===== src/rtl/uart_rx_if.sv =====
// uart_rx_if: serial line, divisor, read strobe and receive status for uart_rx.
// master = the side that drives the line and reads bytes; slave = the receiver.
// fsm_state is a debug view of the receiver state:
//   0 IDLE, 1 START, 2 DATA, 3 PARITY, 4 STOP, 5 BREAK.
`timescale 1ns/1ps

interface uart_rx_if;
    logic       rx;
    logic [7:0] dll;
    logic [3:0] dlh;
    logic       rx_rd;
    logic [7:0] rx_data;
    logic       rx_valid;
    logic       frame_err;
    logic       overrun;
    logic       parity_err;
    logic [2:0] fsm_state;

    modport master (
        output rx, dll, dlh, rx_rd,
        input  rx_data, rx_valid, frame_err, overrun, parity_err, fsm_state
    );

    modport slave (
        input  rx, dll, dlh, rx_rd,
        output rx_data, rx_valid, frame_err, overrun, parity_err, fsm_state
    );
endinterface


===== src/rtl/uart_rx.sv =====
// uart_rx: oversampling-free UART receiver, one sample per bit at mid-bit.
// Divisor D = {dlh,dll} clocks per bit, latched at start detection; D < 2
// disables the receiver. Optional even parity bit when UART_RX_PARITY_EN is
// defined (frame 11 bits); otherwise 8N1 (frame 10 bits) and parity_err = 0.
//
// Read handshake: rx_valid is a level meaning "held byte unread". rx_rd is a
// one-cycle strobe; it consumes the byte only when rx_valid=1 (clearing
// rx_valid and overrun next cycle) and is ignored otherwise. rx_data keeps
// its value after a read. A new byte arriving while rx_valid=1 without a
// same-cycle rx_rd overwrites rx_data and sets the sticky overrun flag.
`timescale 1ns/1ps

module uart_rx #(
    parameter int SYNC_STAGES = 2
) (
    input logic      clk,
    input logic      rst,
    uart_rx_if.slave bus
);

    typedef enum logic [2:0] {
        IDLE   = 3'd0,
        START  = 3'd1,
        DATA   = 3'd2,
`ifdef UART_RX_PARITY_EN
        PARITY = 3'd3,
`endif
        STOP   = 3'd4,
        BREAK  = 3'd5
    } state_t;

    state_t state_q, state_d;

    logic [SYNC_STAGES-1:0] sync_q;
    logic                   rs;

    logic [11:0] div_in;
    logic [11:0] div_q, div_d;
    logic [11:0] cnt_q, cnt_d;
    logic [11:0] half;
    logic [2:0]  bit_q, bit_d;
    logic [7:0]  shift_q, shift_d;
    logic        at_half;
    logic        at_bit;
    logic        complete;

`ifdef UART_RX_PARITY_EN
    logic        par_q, par_d;
`endif

    logic [7:0]  data_q;
    logic        valid_q;
    logic        fe_q;
    logic        pe_q;
    logic        ovr_q;

    assign rs      = sync_q[SYNC_STAGES-1];
    assign div_in  = {bus.dlh, bus.dll};
    assign half    = div_q >> 1;
    // Start bit is sampled at its middle; every later bit one full period on.
    assign at_half = (cnt_q == half - 12'd1);
    assign at_bit  = (cnt_q == div_q - 12'd1);

    // Input synchronizer; resets to idle-high so reset never looks like a start.
    always_ff @(posedge clk) begin
        if (rst) begin
            sync_q <= '1;
        end else begin
            sync_q <= {sync_q[SYNC_STAGES-2:0], bus.rx};
        end
    end

    // FSM and datapath registers.
    always_ff @(posedge clk) begin
        if (rst) begin
            state_q <= IDLE;
            div_q   <= 12'd0;
            cnt_q   <= 12'd0;
            bit_q   <= 3'd0;
            shift_q <= 8'd0;
`ifdef UART_RX_PARITY_EN
            par_q   <= 1'b0;
`endif
        end else begin
            state_q <= state_d;
            div_q   <= div_d;
            cnt_q   <= cnt_d;
            bit_q   <= bit_d;
            shift_q <= shift_d;
`ifdef UART_RX_PARITY_EN
            par_q   <= par_d;
`endif
        end
    end

    // Next-state logic: sample counter reloads at each sample point.
    always_comb begin
        state_d  = state_q;
        div_d    = div_q;
        cnt_d    = cnt_q;
        bit_d    = bit_q;
        shift_d  = shift_q;
        complete = 1'b0;
`ifdef UART_RX_PARITY_EN
        par_d    = par_q;
`endif
        case (state_q)
            IDLE: begin
                if (!rs && div_in >= 12'd2) begin
                    state_d = START;
                    div_d   = div_in;
                    cnt_d   = 12'd0;
                end
            end
            START: begin
                if (at_half) begin
                    cnt_d = 12'd0;
                    if (!rs) begin
                        state_d = DATA;
                        bit_d   = 3'd0;
                    end else begin
                        // Glitch shorter than half a bit: drop it silently.
                        state_d = IDLE;
                    end
                end else begin
                    cnt_d = cnt_q + 12'd1;
                end
            end
            DATA: begin
                if (at_bit) begin
                    cnt_d   = 12'd0;
                    shift_d = {rs, shift_q[7:1]};
                    if (bit_q == 3'd7) begin
`ifdef UART_RX_PARITY_EN
                        state_d = PARITY;
`else
                        state_d = STOP;
`endif
                    end else begin
                        bit_d = bit_q + 3'd1;
                    end
                end else begin
                    cnt_d = cnt_q + 12'd1;
                end
            end
`ifdef UART_RX_PARITY_EN
            PARITY: begin
                if (at_bit) begin
                    cnt_d   = 12'd0;
                    par_d   = rs;
                    state_d = STOP;
                end else begin
                    cnt_d = cnt_q + 12'd1;
                end
            end
`endif
            STOP: begin
                if (at_bit) begin
                    cnt_d    = 12'd0;
                    complete = 1'b1;
                    // A low stop bit means the line may be in break; wait
                    // for it to go high before hunting for a new start.
                    state_d  = rs ? IDLE : BREAK;
                end else begin
                    cnt_d = cnt_q + 12'd1;
                end
            end
            BREAK: begin
                if (rs) begin
                    state_d = IDLE;
                end
            end
            default: begin
                state_d = IDLE;
            end
        endcase
    end

    // Holding register and status flags, updated at the stop-bit sample.
    always_ff @(posedge clk) begin
        if (rst) begin
            data_q  <= 8'd0;
            valid_q <= 1'b0;
            fe_q    <= 1'b0;
            pe_q    <= 1'b0;
            ovr_q   <= 1'b0;
        end else if (complete) begin
            data_q  <= shift_q;
            fe_q    <= ~rs;
`ifdef UART_RX_PARITY_EN
            pe_q    <= ^{shift_q, par_q};
`else
            pe_q    <= 1'b0;
`endif
            valid_q <= 1'b1;
            // A same-cycle read makes room for the new byte: no overrun,
            // and an existing overrun is left as it is.
            if (valid_q && !bus.rx_rd) begin
                ovr_q <= 1'b1;
            end
        end else if (bus.rx_rd && valid_q) begin
            valid_q <= 1'b0;
            ovr_q   <= 1'b0;
        end
    end

    assign bus.rx_data    = data_q;
    assign bus.rx_valid   = valid_q;
    assign bus.frame_err  = fe_q;
    assign bus.parity_err = pe_q;
    assign bus.overrun    = ovr_q;
    assign bus.fsm_state  = state_q;

endmodule


===== src/flat_wrapper.sv =====
// flat-port wrapper written by rule: the top's interface ports become plain ports
module uart_rx_flat 
#(
    parameter int SYNC_STAGES = 2
)
  (clk, rst, bus_rx, bus_dll, bus_dlh, bus_rx_rd, bus_rx_data, bus_rx_valid, bus_frame_err, bus_overrun, bus_parity_err, bus_fsm_state);
  uart_rx_if bus_i ();
  input logic clk;
  input logic rst;
  input wire logic [$bits(bus_i.rx)-1:0] bus_rx;
  input wire logic [$bits(bus_i.dll)-1:0] bus_dll;
  input wire logic [$bits(bus_i.dlh)-1:0] bus_dlh;
  input wire logic [$bits(bus_i.rx_rd)-1:0] bus_rx_rd;
  output wire logic [$bits(bus_i.rx_data)-1:0] bus_rx_data;
  output wire logic [$bits(bus_i.rx_valid)-1:0] bus_rx_valid;
  output wire logic [$bits(bus_i.frame_err)-1:0] bus_frame_err;
  output wire logic [$bits(bus_i.overrun)-1:0] bus_overrun;
  output wire logic [$bits(bus_i.parity_err)-1:0] bus_parity_err;
  output wire logic [$bits(bus_i.fsm_state)-1:0] bus_fsm_state;
  assign bus_i.rx = bus_rx;
  assign bus_i.dll = bus_dll;
  assign bus_i.dlh = bus_dlh;
  assign bus_i.rx_rd = bus_rx_rd;
  assign bus_rx_data = bus_i.rx_data;
  assign bus_rx_valid = bus_i.rx_valid;
  assign bus_frame_err = bus_i.frame_err;
  assign bus_overrun = bus_i.overrun;
  assign bus_parity_err = bus_i.parity_err;
  assign bus_fsm_state = bus_i.fsm_state;
  uart_rx #(.SYNC_STAGES(SYNC_STAGES)) u_core (.clk(clk), .rst(rst), .bus(bus_i));
endmodule

===== config.mk =====
export PLATFORM = sky130hd
export DESIGN_NAME = uart_rx_flat
export DESIGN_NICKNAME = d
export VERILOG_FILES = /design/src/rtl/uart_rx_if.sv /design/src/rtl/uart_rx.sv /design/src/flat_wrapper.sv
export SDC_FILE = /design/constraint.sdc
export NUM_CORES = 1
export LEC_CHECK = 0
export CAP_MARGIN = 20
export CORE_MARGIN = 5
export CORE_UTILIZATION = 62
export DETAILED_ROUTE_END_ITERATION = 8
export GPL_ROUTABILITY_DRIVEN = 0
export GPL_TIMING_DRIVEN = 1
export PLACE_DENSITY = 0.87
export SLEW_MARGIN = 20
export SYNTH_ARGS = -nofsm -noshare
export SYNTH_HDL_FRONTEND = slang
export SYNTH_SLANG_ARGS = --single-unit
export TNS_END_PERCENT = 10

===== constraint.sdc =====
create_clock -name clk -period 5.8 [get_ports clk]
set_clock_uncertainty 0.2 [all_clocks]
set_input_delay 1.16 -clock clk [delete_from_list [all_inputs] [get_ports clk]]
set_output_delay 1.16 -clock clk [all_outputs]
set_load 0.05 [all_outputs]

==> run metrics, run 1 <==
Die Span Y 80.7 µm; synth warn 0; Synth Area in Compound Gates 0.151; clk buf depth 2; min Tclk post-route 3.38 ns; max-cap viol count 0; Die W roughly 81 µm; initial drt markers roughly 160; FF+latch count, synth 51; Num CTS Buffers 5; DRT antenna net count 0; Setup CP Type reg2reg; Slew Limit Fails 0; Initial Utilization 0.648; cell at the slowest stage of the critical path o2bb2ai_2; vias in the first global route 2627; Worst-path clk slew roughly 0.10 ns; Sink Count 51; clk_lat worst skew 0.32 ns; All-Layer GR Usage 0.233; adder-cell share of the synthesized area 0.0234; sequential fraction of the synthesis area 0.329; Crit path arrival time 3.40 ns; Layout Nets around 390; # IOs 31; fillcell total 375; final setup violation count 0; cells along the critical path inv_1, ha_1, or3b_1, or4_1, nand3_2, nor4_4, o2bb2ai_2, o21ai_4, o311ai_1; Critical Path RT 5.82 ns; FP Rows 25; htree depth 2; Reg-to-Reg End u_core.cnt_q[6]; mux cell area share after synthesis 0.0811; max_slew headroom 0.523; largest family of logic cells by synthesized area simple AND/OR/NAND/NOR gates; first-pass GRT wire length 12100 µm; largest net degree at the start of global routing 30; FF-to-FF Start u_core.div_q[1]; area taken by multi-input logic gates ~0.0019 mm²; DRC 0; port bufs 29; initial antenna violation count 0; Mapped Cells 364; Synth Area in XOR/XNOR 0.105; Max IR drop VDD 166 µV; power density cells 243 mW/mm²; worst min path class reg2reg; Post-DP Area about 0.0033 mm²; root buffer cell clkbuf_8; hold worst-path end u_core.sync_q[1]; maximum clock rate about 300 MHz; total global routing overflow 0; Hold Path Depth 1; Pre-Repair DR Iteration Count 5; Crit Path Max Fanout 11; Post-synth top flop dfxtp_1; asr flop ratio synth 0; DR vias/cell roughly 6; storage element area 0.00102 mm²; Buf+Inv Stages, Crit Path 1; TritonCTS clock tree built; Worst Setup End Kind flop; status finished, final reports clean; Leak Pwr 1.27 nW; core area 0.00479 mm²; max incr delay on CP just under 0.6 ns; DR WL/cell 15.8 µm; CTS Hold Buffers Added 0; cts repair resizes 0; Syn Area/Cell approximately 8.5 µm²; post-synth cell types 65; register-to-register setup slack 2.42 ns; final wirelength 6950 µm; Mapped Area between 0.003 and 0.004 mm²; reg2reg path depth 9; layout cell share with drive strength beyond 1 0.0914; hpwl dp around 5000 µm; Final Cycle Share 0.582; Worst setup SP type flop; Post-synth EDFFs 0; actual slew at the worst max-slew pin 0.716 ns; Layout area overhead 10.8%; Synth Area in Simple Gates 0.254; via count 2659; DIE AREA ~0.0065 mm²; RSZ-0062 raised after global routing no; setup TNS 0 ns; post-CTS setup buffer count 0; Post-Syn Nets 385; worst hold path startpoint u_core.sync_q[0]; Final Instance Area 0.00344 mm²; final hold violations 0; Inserted Diodes 0; cell family with most CP delay simple AND/OR/NAND/NOR gates
-- layer usage --
layer,vias to the layer above,global-route usage,part of all wire
met5,-,0,0
li1,1289,-,-
met1,1267,0.287,0.44
met2,91,0.383,0.48
met4,0,0.103,0.019
met3,12,0.0583,0.059
-- Yosys cell counts, drive strengths merged (3+ instances only) --
master | instances | area [µm²]
nor2 | 38 | 160
a22oi | 3 | 22.5
nand3 | 19 | 105
a32oi | 4 | 35.0
or2 | 3 | 18.8
mux2i | 24 | 240
dfxtp | 51 | 1020
inv | 8 | 30.0
nor4 | 8 | 83.8
xor2 | 13 | 114
a21oi | 21 | 105
or3 | 5 | 31.3
xnor2 | 24 | 210
nand2 | 33 | 124
and3 | 6 | 37.5
ha | 5 | 62.6
nor3 | 8 | 50.1
buf | 12 | 75.1
nor3b | 3 | 22.5
o211ai | 5 | 42.5
clkbuf | 18 | 68.8
o21ai | 10 | 61.3
nand2b | 3 | 18.8
o311ai | 5 | 43.8
nor2b | 5 | 31.3
-- flip-flops by register name, summed over array words and instances (netlist names), 2 cells and up --
name                  count
u_core.cnt_q             12
u_core.sync_q             2
u_core.div_q             12
u_core.bit_q              3
u_core.shift_q            8
u_core.bus.rx_data        8
u_core.bus.fsm_state      3
-- power breakdown --
part | switching, mW | total, mW | internal [mW] | leakage, nW
Clock | 0.135 | 0.226 | 0.0913 | 0.0511
Sequential | 0.0278 | 0.389 | 0.361 | 0.412
Combinational | 0.127 | 0.219 | 0.0919 | 0.806
Total | 0.290 | 0.835 | 0.544 | 1.27
-- cell type report --
cell class,instances,share of cell area
tap,67,0.0244
inverter,8,0.00874
timing repair buffer,30,0.0867
clock inverter,3,0.00838
sequential,51,0.297
clock buffer,5,0.0200
multi-input combinational,275,0.555
-- how the worst max path moves through the flow --
stage | start | endpoint | slack [ns] | cells past startpoint
after global placement | bus_dlh[3] | u_core.cnt_q[2] | 2.28 | 8
after floorplan | bus_dll[5] | u_core.div_q[10] | 3.00 | 7
after global routing | u_core.div_q[1] | u_core.cnt_q[6] | 2.10 | 10
final | u_core.div_q[1] | u_core.cnt_q[6] | 2.42 | 9
after detailed placement | bus_dll[3] | u_core.cnt_q[9] | 2.17 | 8
after CTS | u_core.div_q[2] | u_core.cnt_q[6] | 2.42 | 9
-- cell usage in the layout, fill, tap and decap left out, types with 4 or more instances in the layout --
cell type,instances
nor4_1,4
nor3_1,6
o311ai_1,5
o211ai_1,4
xnor2_1,24
dfxtp_1,51
ha_1,5
or3_1,5
nand2_1,33
inv_1,8
xor2_1,13
nor2b_1,5
a32oi_1,4
nand3_1,17
clkbuf_8,5
and3_1,6
a21oi_1,21
mux2i_1,24
clkdlybuf4s50_1,29
o21ai_0,5
nor2_1,35
o21ai_1,4
-- metrics by stage --
step / utilization / hold slack [ns] / cells / setup WS, ns / power, mW
floorplan: - / 0.189 / 364 / 3.00 / 0.571
global placement: 0.698 / 0.190 / 431 / 2.28 / 0.608
detailed placement: 0.698 / 0.193 / 431 / 2.17 / 0.614
CTS: 0.718 / 0.217 / 439 / 2.42 / 0.838
global route: 0.718 / 0.230 / 439 / 2.10 / 0.875
finish: 0.718 / 0.217 / 439 / 2.42 / 0.835
-- logic make-up (layout without fill, tap and decap cells) --
family | after synthesis | in the layout
xor+xnor | 37 | 37
flops | 51 | 51
mux | 25 | 25
compound gates | 64 | 64
buf+inv | 38 | 46
fa+ha+maj | 6 | 6
other cells | 1 | 1
simple gates | 142 | 142
Note: power is estimated with default switching activity, not from simulation.
==> inputs of run 2 (changes only) <==
--- a/config.mk
+++ b/config.mk
@@ -7,11 +7,11 @@
 export LEC_CHECK = 0
 export CAP_MARGIN = 20
 export CORE_MARGIN = 5
-export CORE_UTILIZATION = 62
+export CORE_UTILIZATION = 57
 export DETAILED_ROUTE_END_ITERATION = 8
 export GPL_ROUTABILITY_DRIVEN = 0
 export GPL_TIMING_DRIVEN = 1
-export PLACE_DENSITY = 0.87
+export PLACE_DENSITY = 0.81
 export SLEW_MARGIN = 20
 export SYNTH_ARGS = -nofsm -noshare
 export SYNTH_HDL_FRONTEND = slang
==> constraint.sdc (replaced) <==
create_clock -name clk -period 3.5 [get_ports clk]
set_clock_uncertainty 0.2 [all_clocks]
set_input_delay 0.7 -clock clk [delete_from_list [all_inputs] [get_ports clk]]
set_output_delay 0.7 -clock clk [all_outputs]
set_load 0.05 [all_outputs]
==> run 2 against run 1 <==
Combinational power up 70%. Power is 66% higher. Maximum frequency grew 2.6%. Critical path depth did not move. Register-to-register slack worse by 2.2 ns. Core utilization fell by 5.2 points. Final area increased by 0.95%. Sequential share of layout area down 0.28 points. Wire length grew 1.3%. Non-clock buffer count up 4. Largest power group unchanged. Via count fell by 2.1%. Clock-buffer cell count did not move. Largest cell class unchanged.
==> run metrics, run 2 (same netlist as run 1, synthesis figures left out) <==
status finished, final reports clean; Inserted Diodes 0 (unchanged); Pre-Repair DR Iteration Count 4 (-1); DIE AREA 0.00701 mm² (+7.7%); leading cell type in the layout, fill and taps excluded dfxtp_1; largest net degree at the start of global routing 25 (-17%); max_slew headroom 0.563 (+0.0402); cts repair resizes 0 (unchanged); via count 2604 (-2.1%); cell family with most CP delay simple AND/OR/NAND/NOR gates; root buffer cell clkbuf_8; max-cap viol count 0 (unchanged); Die Span Y 83.8 µm (+3.8%); htree depth 2 (unchanged); FP Rows 26 (+4.0%); All-Layer GR Usage 0.204 (-0.0286); # IOs 31 (unchanged); clk buf depth 2 (unchanged); Max IR drop VDD 216 µV (+30%); DR WL/cell 15.8 µm (-0.27%); final wirelength 7040 µm (+1.3%); dpl cells 438 (+1.6%); Die W 83.8 µm (+3.8%); Crit Path Max Fanout 11 (unchanged); Worst-path clk slew 0.10 ns (about the same); port bufs 29 (unchanged); first-pass GRT wire length 12000 µm (-0.92%); DRC 0 (unchanged); TritonCTS clock tree built; reg2reg path depth 9 (unchanged); Num CTS Buffers 5 (unchanged); Initial Utilization 0.596 (-0.0522); core area 0.00520 mm² (+8.8%); top flop regs u_core.cnt_q: 12 flops, u_core.div_q: 12 flops; Leak Pwr 1.28 nW (+1.2%); min Tclk post-route 3.29 ns (-0.0840 ns); Sink Count 51 (unchanged); fin cells 446 (+1.6%); worst min path class reg2reg; Crit path arrival time 3.32 ns (-0.08 ns); post-CTS setup buffer count 0 (unchanged); RSZ-0062 raised after global routing no; clk_lat worst skew 0.31 ns (about the same); Slew Limit Fails 0 (unchanged); commonest non-fill, non-tap cells in the layout 51 x dfxtp_1, 35 x nor2_1, 33 x nand2_1, 29 x clkdlybuf4s50_1; actual slew at the worst max-slew pin 0.652 ns (-0.0641 ns); Crit. path cell count 9 (unchanged); final setup violation count 0 (unchanged); Critical Path RT 3.52 ns (-2.30 ns); initial antenna violation count 0 (unchanged); Setup CP Type reg2reg; hpwl dp 5040 µm (+0.53%); final hold violations 0 (unchanged); vias in the first global route 2534 (-3.5%); Layout Nets 396 (+1.0%); max incr delay on CP 0.57 ns (-0.02 ns); FF-to-FF Start u_core.div_q[1]; total global routing overflow 0 (unchanged); layout cell share with drive strength beyond 1 0.101 (+0.00967); Worst setup SP type flop; cells along the critical path inv_1, ha_1, or3b_1, or4_1, nand3_2, nor4_4, o2bb2ai_2, o21ai_4, o311ai_1; CTS Hold Buffers Added 0 (unchanged); setup TNS 0 ns (unchanged); Layout area overhead 11.9%; initial drt markers 229 (+45%); DRT antenna net count 0 (unchanged); Reg-to-Reg End u_core.cnt_q[8]; DR vias/cell 5.84 (-3.6%); Buf+Inv Stages, Crit Path 1 (unchanged); Worst Setup End Kind flop; crit path capture u_core.cnt_q[8]; register-to-register setup slack 0.21 ns (-2.22 ns); cell at the slowest stage of the critical path o2bb2ai_2; power density cells 400 mW/mm² (+65%); Final Cycle Share 0.941 (+0.359); Worst Setup SP u_core.div_q[1]; maximum clock rate 304 MHz (+2.6%)
[run 2: cell types whose count changed in the layout (fill, tap and decap cells not counted)]
cell        change
buf_4           +4
inv_6           -1
clkinvlp_4      +1
[run 2: worst min path at each step]
stage	slack, ns	cells past startpoint	endpoint	start
final	0.22	1	u_core.sync_q[1]	u_core.sync_q[0]
after global placement	0.19	1	u_core.sync_q[1]	u_core.sync_q[0]
after floorplan	0.19	1	u_core.sync_q[1]	u_core.sync_q[0]
after CTS	0.22	1	u_core.sync_q[1]	u_core.sync_q[0]
after detailed placement	0.20	1	u_core.sync_q[1]	u_core.sync_q[0]
after global routing	0.23	1	u_core.sync_q[1]	u_core.sync_q[0]
[run 2: worst reg2reg max path, cell delays in order (launching register included)]
cell and delay (ns):
dfxtp_1 0.36, inv_1 0.11, ha_1 0.25, or3b_1 0.49
or4_1 0.55, nand3_2 0.13, nor4_4 0.08, o2bb2ai_2 0.57
o21ai_4 0.17, o311ai_1 0.30
[run 2: area by class of cell]
| class | count | area (µm²) |
|---|---|---|
| clock buffer | 5 | 68.8 |
| clock inverter | 3 | 27.5 |
| fill | 425 | 1740 |
| inverter | 8 | 30.0 |
| multi-input combinational | 275 | 1910 |
| sequential | 51 | 1020 |
| tap | 70 | 87.6 |
| timing repair buffer | 34 | 328 |
[run 2: layer usage]
layer	part of all wire	vias to the layer above	track usage
li1	-	1298	-
met1	0.46	1234	0.271
met2	0.48	60	0.326
met3	0.046	12	0.0415
met4	0.017	0	0.0760
met5	0	-	0
[run 2: power by group]
group | switching (mW) | internal (mW)
clock | 0.223 | 0.149
sequential | 0.0446 | 0.599
combinational | 0.214 | 0.160
[run 2: through the flow]
| stage | hold slack, ns | worst slack, ns | power [mW] | util | area (µm²) |
|---|---|---|---|---|---|
| 2_1_floorplan | 0.189 | 0.739 | 0.946 | - | 3100 |
| 3_3_place_gp | 0.193 | 0.359 | 1.02 | 0.648 | 3370 |
| 3_5_place_dp | 0.197 | 0.254 | 1.02 | 0.648 | 3370 |
| 4_1_cts | 0.224 | 0.214 | 1.39 | 0.666 | 3470 |
| 5_1_grt | 0.227 | 0.00921 | 1.46 | 0.666 | 3470 |
| 6_report | 0.220 | 0.208 | 1.39 | 0.666 | 3470 |
